--- src/rtl/unified_mem_arbiter.sv ---
// unified_mem_arbiter: shares one single-port variable-latency memory between fetch and data stages,
// preferring data but forcing a fetch after MAX_D_STREAK consecutive data grants.
module unified_mem_arbiter #(
    parameter int ADDR_W       = 32,
    parameter int DATA_W       = 32,
    parameter int MAX_D_STREAK = 4
) (
    input  logic                CLK,
    input  logic                RESETn,
    input  logic                if_req,
    input  logic                if_flush,
    input  logic [ADDR_W-1:0]   if_addr,
    output logic [DATA_W-1:0]   if_rdata,
    output logic                if_ack,
    output logic                if_stall,
    input  logic                d_req,
    input  logic                d_we,
    input  logic [ADDR_W-1:0]   d_addr,
    input  logic [DATA_W-1:0]   d_wdata,
    input  logic [DATA_W/8-1:0] d_be,
    output logic [DATA_W-1:0]   d_rdata,
    output logic                d_ack,
    output logic                d_stall,
    output logic                mem_req,
    output logic                mem_we,
    output logic [ADDR_W-1:0]   mem_addr,
    output logic [DATA_W-1:0]   mem_wdata,
    output logic [DATA_W/8-1:0] mem_be,
    input  logic                mem_ready,
    input  logic [DATA_W-1:0]   mem_rdata
);
    localparam int BE_W = DATA_W / 8;
    localparam logic [3:0] MAX_S = 4'(MAX_D_STREAK);

    typedef enum logic [1:0] {IDLE, FETCH, DATA, DRAIN} state_t;

    state_t              state_q, state_d;
    logic [3:0]          streak_q, streak_d;
    logic                mem_req_q, mem_req_d;
    logic                mem_we_q, mem_we_d;
    logic [ADDR_W-1:0]   mem_addr_q, mem_addr_d;
    logic [DATA_W-1:0]   mem_wdata_q, mem_wdata_d;
    logic [BE_W-1:0]     mem_be_q, mem_be_d;
    logic                fetch_ok, grant_f, grant_d;

    assign fetch_ok = if_req & ~if_flush;
    // Fetch wins in IDLE only when data is absent or has used up its streak.
    assign grant_f  = (state_q == IDLE) & fetch_ok & (~d_req | (streak_q == MAX_S));
    assign grant_d  = (state_q == IDLE) & d_req & ~grant_f;

    always_comb begin
        state_d     = state_q;
        streak_d    = streak_q;
        mem_req_d   = mem_req_q;
        mem_we_d    = mem_we_q;
        mem_addr_d  = mem_addr_q;
        mem_wdata_d = mem_wdata_q;
        mem_be_d    = mem_be_q;
        case (state_q)
            IDLE: begin
                if (grant_f) begin
                    state_d     = FETCH;
                    streak_d    = '0;
                    mem_req_d   = 1'b1;
                    mem_we_d    = 1'b0;
                    mem_addr_d  = if_addr;
                    mem_wdata_d = '0;
                    mem_be_d    = '1;
                end else if (grant_d) begin
                    state_d     = DATA;
                    streak_d    = ~if_req ? 4'd0 : (streak_q == MAX_S) ? streak_q : streak_q + 4'd1;
                    mem_req_d   = 1'b1;
                    mem_we_d    = d_we;
                    mem_addr_d  = d_addr;
                    mem_wdata_d = d_wdata;
                    mem_be_d    = d_be;
                end
            end
            FETCH: begin
                if (mem_ready) begin
                    state_d   = IDLE;
                    mem_req_d = 1'b0;
                end else if (if_flush) begin
                    state_d = DRAIN;
                end
            end
            default: begin
                if (mem_ready) begin
                    state_d   = IDLE;
                    mem_req_d = 1'b0;
                end
            end
        endcase
    end

    always_ff @(posedge CLK or negedge RESETn) begin
        if (!RESETn) begin
            state_q     <= IDLE;
            streak_q    <= '0;
            mem_req_q   <= 1'b0;
            mem_we_q    <= 1'b0;
            mem_addr_q  <= '0;
            mem_wdata_q <= '0;
            mem_be_q    <= '0;
        end else begin
            state_q     <= state_d;
            streak_q    <= streak_d;
            mem_req_q   <= mem_req_d;
            mem_we_q    <= mem_we_d;
            mem_addr_q  <= mem_addr_d;
            mem_wdata_q <= mem_wdata_d;
            mem_be_q    <= mem_be_d;
        end
    end

    assign if_ack    = (state_q == FETCH) & mem_ready & ~if_flush;
    assign d_ack     = (state_q == DATA) & mem_ready;
    assign if_rdata  = mem_rdata;
    assign d_rdata   = mem_rdata;
    assign if_stall  = if_req & ~if_ack;
    assign d_stall   = d_req & ~d_ack;
    assign mem_req   = mem_req_q;
    assign mem_we    = mem_we_q;
    assign mem_addr  = mem_addr_q;
    assign mem_wdata = mem_wdata_q;
    assign mem_be    = mem_be_q;
endmodule

--- config.mk ---
export PLATFORM = sky130hd
export DESIGN_NAME = unified_mem_arbiter
export DESIGN_NICKNAME = d
export VERILOG_FILES = /design/src/rtl/unified_mem_arbiter.sv
export SDC_FILE = /design/constraint.sdc
export NUM_CORES = 1
export LEC_CHECK = 0
export ABC_AREA = 0
export ABC_CLOCK_PERIOD_IN_PS = 2600
export CELL_PAD_IN_SITES_DETAIL_PLACEMENT = 2
export CELL_PAD_IN_SITES_GLOBAL_PLACEMENT = 2
export CORE_ASPECT_RATIO = 1.2
export CORE_UTILIZATION = 19
export DETAILED_ROUTE_END_ITERATION = 7
export GPL_ROUTABILITY_DRIVEN = 0
export PLACE_DENSITY = 0.85
export SLEW_MARGIN = 15
export SYNTH_ARGS = -nofsm -noshare
export SYNTH_HDL_FRONTEND = slang
export SYNTH_SLANG_ARGS = --single-unit
--- constraint.sdc ---
create_clock -name CLK -period 2.6 [get_ports CLK]
set_clock_uncertainty 0.05 [all_clocks]
set_input_delay 0.78 -clock CLK [delete_from_list [all_inputs] [get_ports CLK]]
set_output_delay 0.78 -clock CLK [all_outputs]
set_load 0.05 [all_outputs]
# Word-level counts from Yosys, hierarchy flattened
# Cells that the tools add are included.
# classes
add_sub_neg	1
eq_ne	6
n_mux	22
bitwise_logic	16
reduce_logical	8
# op_table
op	n
$mux 32	4
$mux 4	6
$and 1x1->1	10
$mux 2	5
$ne 3x3->1 const B	3
$mux 1	6
$reduce_and 3->1	2
$not 1->1	5
$add 4x1->4 const B	1
$eq 4x3->1 const B	1
$pmux 2 s2	1
$reduce_and 2->1	2
$reduce_bool 2->1	2
$reduce_bool 3->1	1
$eq 2x1->1 const B	1
$eq 2x2->1 const B	1
$logic_not 2->1	1
$or 1x1->1	1
# totals
reg_bits	76
in_bits	139
out_inout_bits	138

# Depth between registers and ports, before layout
# depth
ltp_word	9
mapped_depth	8
mapped_depth_nobuf	6

# Least setup slack after synthesis
# OpenSTA, ideal clock, no wires.
# synth_timing
path_type	input -> output
from	input port mem_ready
to	output port if_stall
arrival_ps	3246
required_ps	1770
slack_ps	-1476
stages	3
n_path_buf	0
path_cell_list	inv_1 -> nor4b_1 -> nor2b_1
# synth_via
elab_chain_len	4
# synth_lines
element	line_no	rtl
start, declared	29	input logic mem_ready,
$and 1x1->1 (2 in series)	116	assign if_ack = (state_q == FETCH) & mem_ready & ~if_flush;
via if_ack	14	output logic if_ack,
$not 1->1	120	assign if_stall = if_req & ~if_ack;
$and 1x1->1	120	
end, declared	15	output logic if_stall,
# The timed path passes the listed nets, and every way through them passes these cells.

# Worst setup path in the final report
# layout_timing
from	input port if_req
to	output port if_stall
# layout_via
elab_chain_len	1
# layout_lines
element	line_no	rtl
start, declared	10	input logic if_req,
$and 1x1->1	120	
# Every way passes these cells.

==> results.sh <==
export IMPL_dieArea_sq_um=19900
export IMPL_diodes=0
export IMPL_dieHeight_um=154
export IMPL_min_period_ns=2.55
export IMPL_antenna_found_initial=0
export IMPL_cts_clk_slew_worst_paths_ns=0.06
export IMPL_rows=55
export IMPL_cts_root_buf="clkbuf_16"
export IMPL_nets=567
export IMPL_worstSetupEndpoint="if_stall"
export IMPL_dpl_cell_count=671
export IMPL_final_area_sq_um=5790
export IMPL_crit_path_start_kind="input pin"
export IMPL_synth_cell_area_sq_um=3680
export IMPL_final_common_cell="clkdlybuf4s50_1"
export IMPL_syn_inst=304
export IMPL_critical_path_class="input pin to output pin"
export IMPL_drive_above_1_share=0.114
export IMPL_p_total_mw=8.02
export IMPL_num_vias=2953
export IMPL_max_slew_margin=0.603
export IMPL_numClockSinks=76
export IMPL_rrSetupSlack_ns=0.45
export IMPL_leakage_nw=2.33
export IMPL_synth_top_area_frac=0.517
export IMPL_fin_cells=687
export IMPL_dp_hpwl_um=9460
export IMPL_max_cap_violations=0
export IMPL_vdd_drop_max_mv=0.399
export IMPL_yosysSeqAreaShare=0.517
export IMPL_htreeDepth=3
export IMPL_synth_top_area_cell="dfrtp_1"
export IMPL_p_per_area_nw_per_um2=1380
export IMPL_insertion_delay_ns=0.33
export IMPL_ys_warn_count=0
export IMPL_fmax_ghz=0.392
export IMPL_cp_end_kind="output pin"
export IMPL_worst_r2r_path_depth=7
export IMPL_routedWlPerCell_um=17.7
export IMPL_slew_violations=0
export IMPL_ys_top_cells_by_area="dfrtp_1 52%, buf_4 13%, a221o_1 8.7%"
export IMPL_max_slew_worst_pin_slew_ns=0.593
export IMPL_grt_pass1_wl_um=19000
export IMPL_vias_per_cell=4.30
export IMPL_whs_ns=0.352
export IMPL_drt_pass1_iterations=4
export IMPL_tns_ns=0
export IMPL_hold_violations=0
export IMPL_syn_mean_instance_area_sq_um=12.1
export IMPL_die_w_um=129
export IMPL_io_buffers=180
export IMPL_grt_max_degree=63
export IMPL_ys_types=35
export IMPL_status="finished clean"
export IMPL_drt_wl_total_um=12200
export IMPL_min_period_over_period=0.981
export IMPL_start_util=0.194
export IMPL_drc=0
export IMPL_synthArstFlopShare=1.00
export IMPL_r2r_start="streak_q[0]"
export IMPL_arrival_ns=1.72
export IMPL_track_usage=0.127
export IMPL_drtAntennaViolNets=0
export IMPL_hold_class="input pin to async pin"
export IMPL_num_io_pins=277
export IMPL_cp_required_ns=1.77
export IMPL_cp_max_fo=3
export IMPL_cts_setup_buffers=0
export IMPL_synth_edff_count=0
export IMPL_crit_path_start="if_req"
export IMPL_globalRouteOverflowTotal=0
export IMPL_timing_rr_end="mem_addr[1]"
export IMPL_synth_seq_cells=76
export IMPL_placed_cell_area_sq_um=5440
export IMPL_setup_viol=0
export IMPL_grt_pass1_vias=3410
export IMPL_numCtsBuffers=9
export IMPL_syn2layout_area_growth_pct=57.5
export IMPL_cts_tree="done"
export IMPL_drt_iter0_markers=52
export IMPL_cts_buffer_depth=2
export IMPL_synth_nets=445
export IMPL_rsz0062_at_grt="false"
export IMPL_ctsHoldBuffers=0
export IMPL_synthFlopType="dfrtp_1"
export IMPL_final_cell_mix="170 x clkdlybuf4s50_1, 76 x dfrtp_1, 33 x a22o_1"
export IMPL_core_sq_um=18900
[per-layer routing]
metal  routed length, um  part of all wire  GRT usage  up-vias
met5                   0                 0          0        -
met1                4380              0.36      0.129     1468
met4                 392             0.032     0.0739        0
met2                6360              0.52      0.224      135
met3                1020             0.084     0.0429       32
li1                    -                 -          -     1318
[sequential cells by signal, indices dropped and copies added, names as in the netlist]
name       flops
streak_q       4
mem_we         1
state_q        2
mem_req        1
mem_wdata     32
mem_addr      32
mem_be         4
[metrics by stage]
stage / util / setup slack (ns)
after floorplan: - / -0.0133
after global placement: 0.287 / -0.107
after detailed placement: 0.287 / -0.204
after CTS: 0.305 / 0.0103
after global routing: 0.306 / 0.0290
final: 0.306 / 0.0502
[how the worst min path moves through the flow]
stage	slack, ns	cells after the start	start	end
global placement	0.44	1	mem_wdata[8]	mem_wdata[8]
floorplan	0.43	0	RESETn	mem_addr[0]
finish	0.35	1	RESETn	mem_wdata[20]
global route	0.38	1	RESETn	mem_wdata[22]
CTS	0.36	1	RESETn	mem_wdata[22]
detailed placement	0.44	1	mem_wdata[8]	mem_wdata[8]
[Yosys cell counts, drive strengths merged (2+ instances only)]
cell,number
o22a,4
nand3,4
dfrtp,76
nor3b,32
nand3b,2
ha,2
nor2,2
buf,76
o21ai,4
clkbuf,9
a221o,32
nor2b,3
nand2,6
a22o,33
inv,3
[what timing repair did]
action | in CTS | in global routing
endpoints found under the setup margin | 4 | 2
pin swaps | 1 | 0
resized for setup | 4 | 2
[layout make-up]
class,instances,area (sq um)
multi-input cells,140,1210
clock inverters,3,67.6
repair buffers,196,2000
clock buffers,13,270
fillers,1985,13100
well taps,256,320
inverters,3,11.3
flip-flops and latches,76,1900
[kinds of logic after synthesis]
logic type      synth area share
buf+inv                    0.163
compound gates             0.209
flops                      0.517
simple gates               0.103
fa+ha+maj                0.00681
[where the power goes]
| group | total (mW) | internal [mW] | switching (mW) |
|---|---|---|---|
| logic | 4.49 | 1.69 | 2.80 |
| registers | 2.12 | 1.74 | 0.389 |
| clock network | 1.40 | 0.920 | 0.483 |
| total | 8.02 | 4.34 | 3.68 |
[critical path: stages]
cell	delay [ns]
clkdlybuf4s50_1	0.50
buf_4	0.14
nor2b_4	0.14
buf_6	0.16
Note: power is estimated with default switching activity, not from simulation.
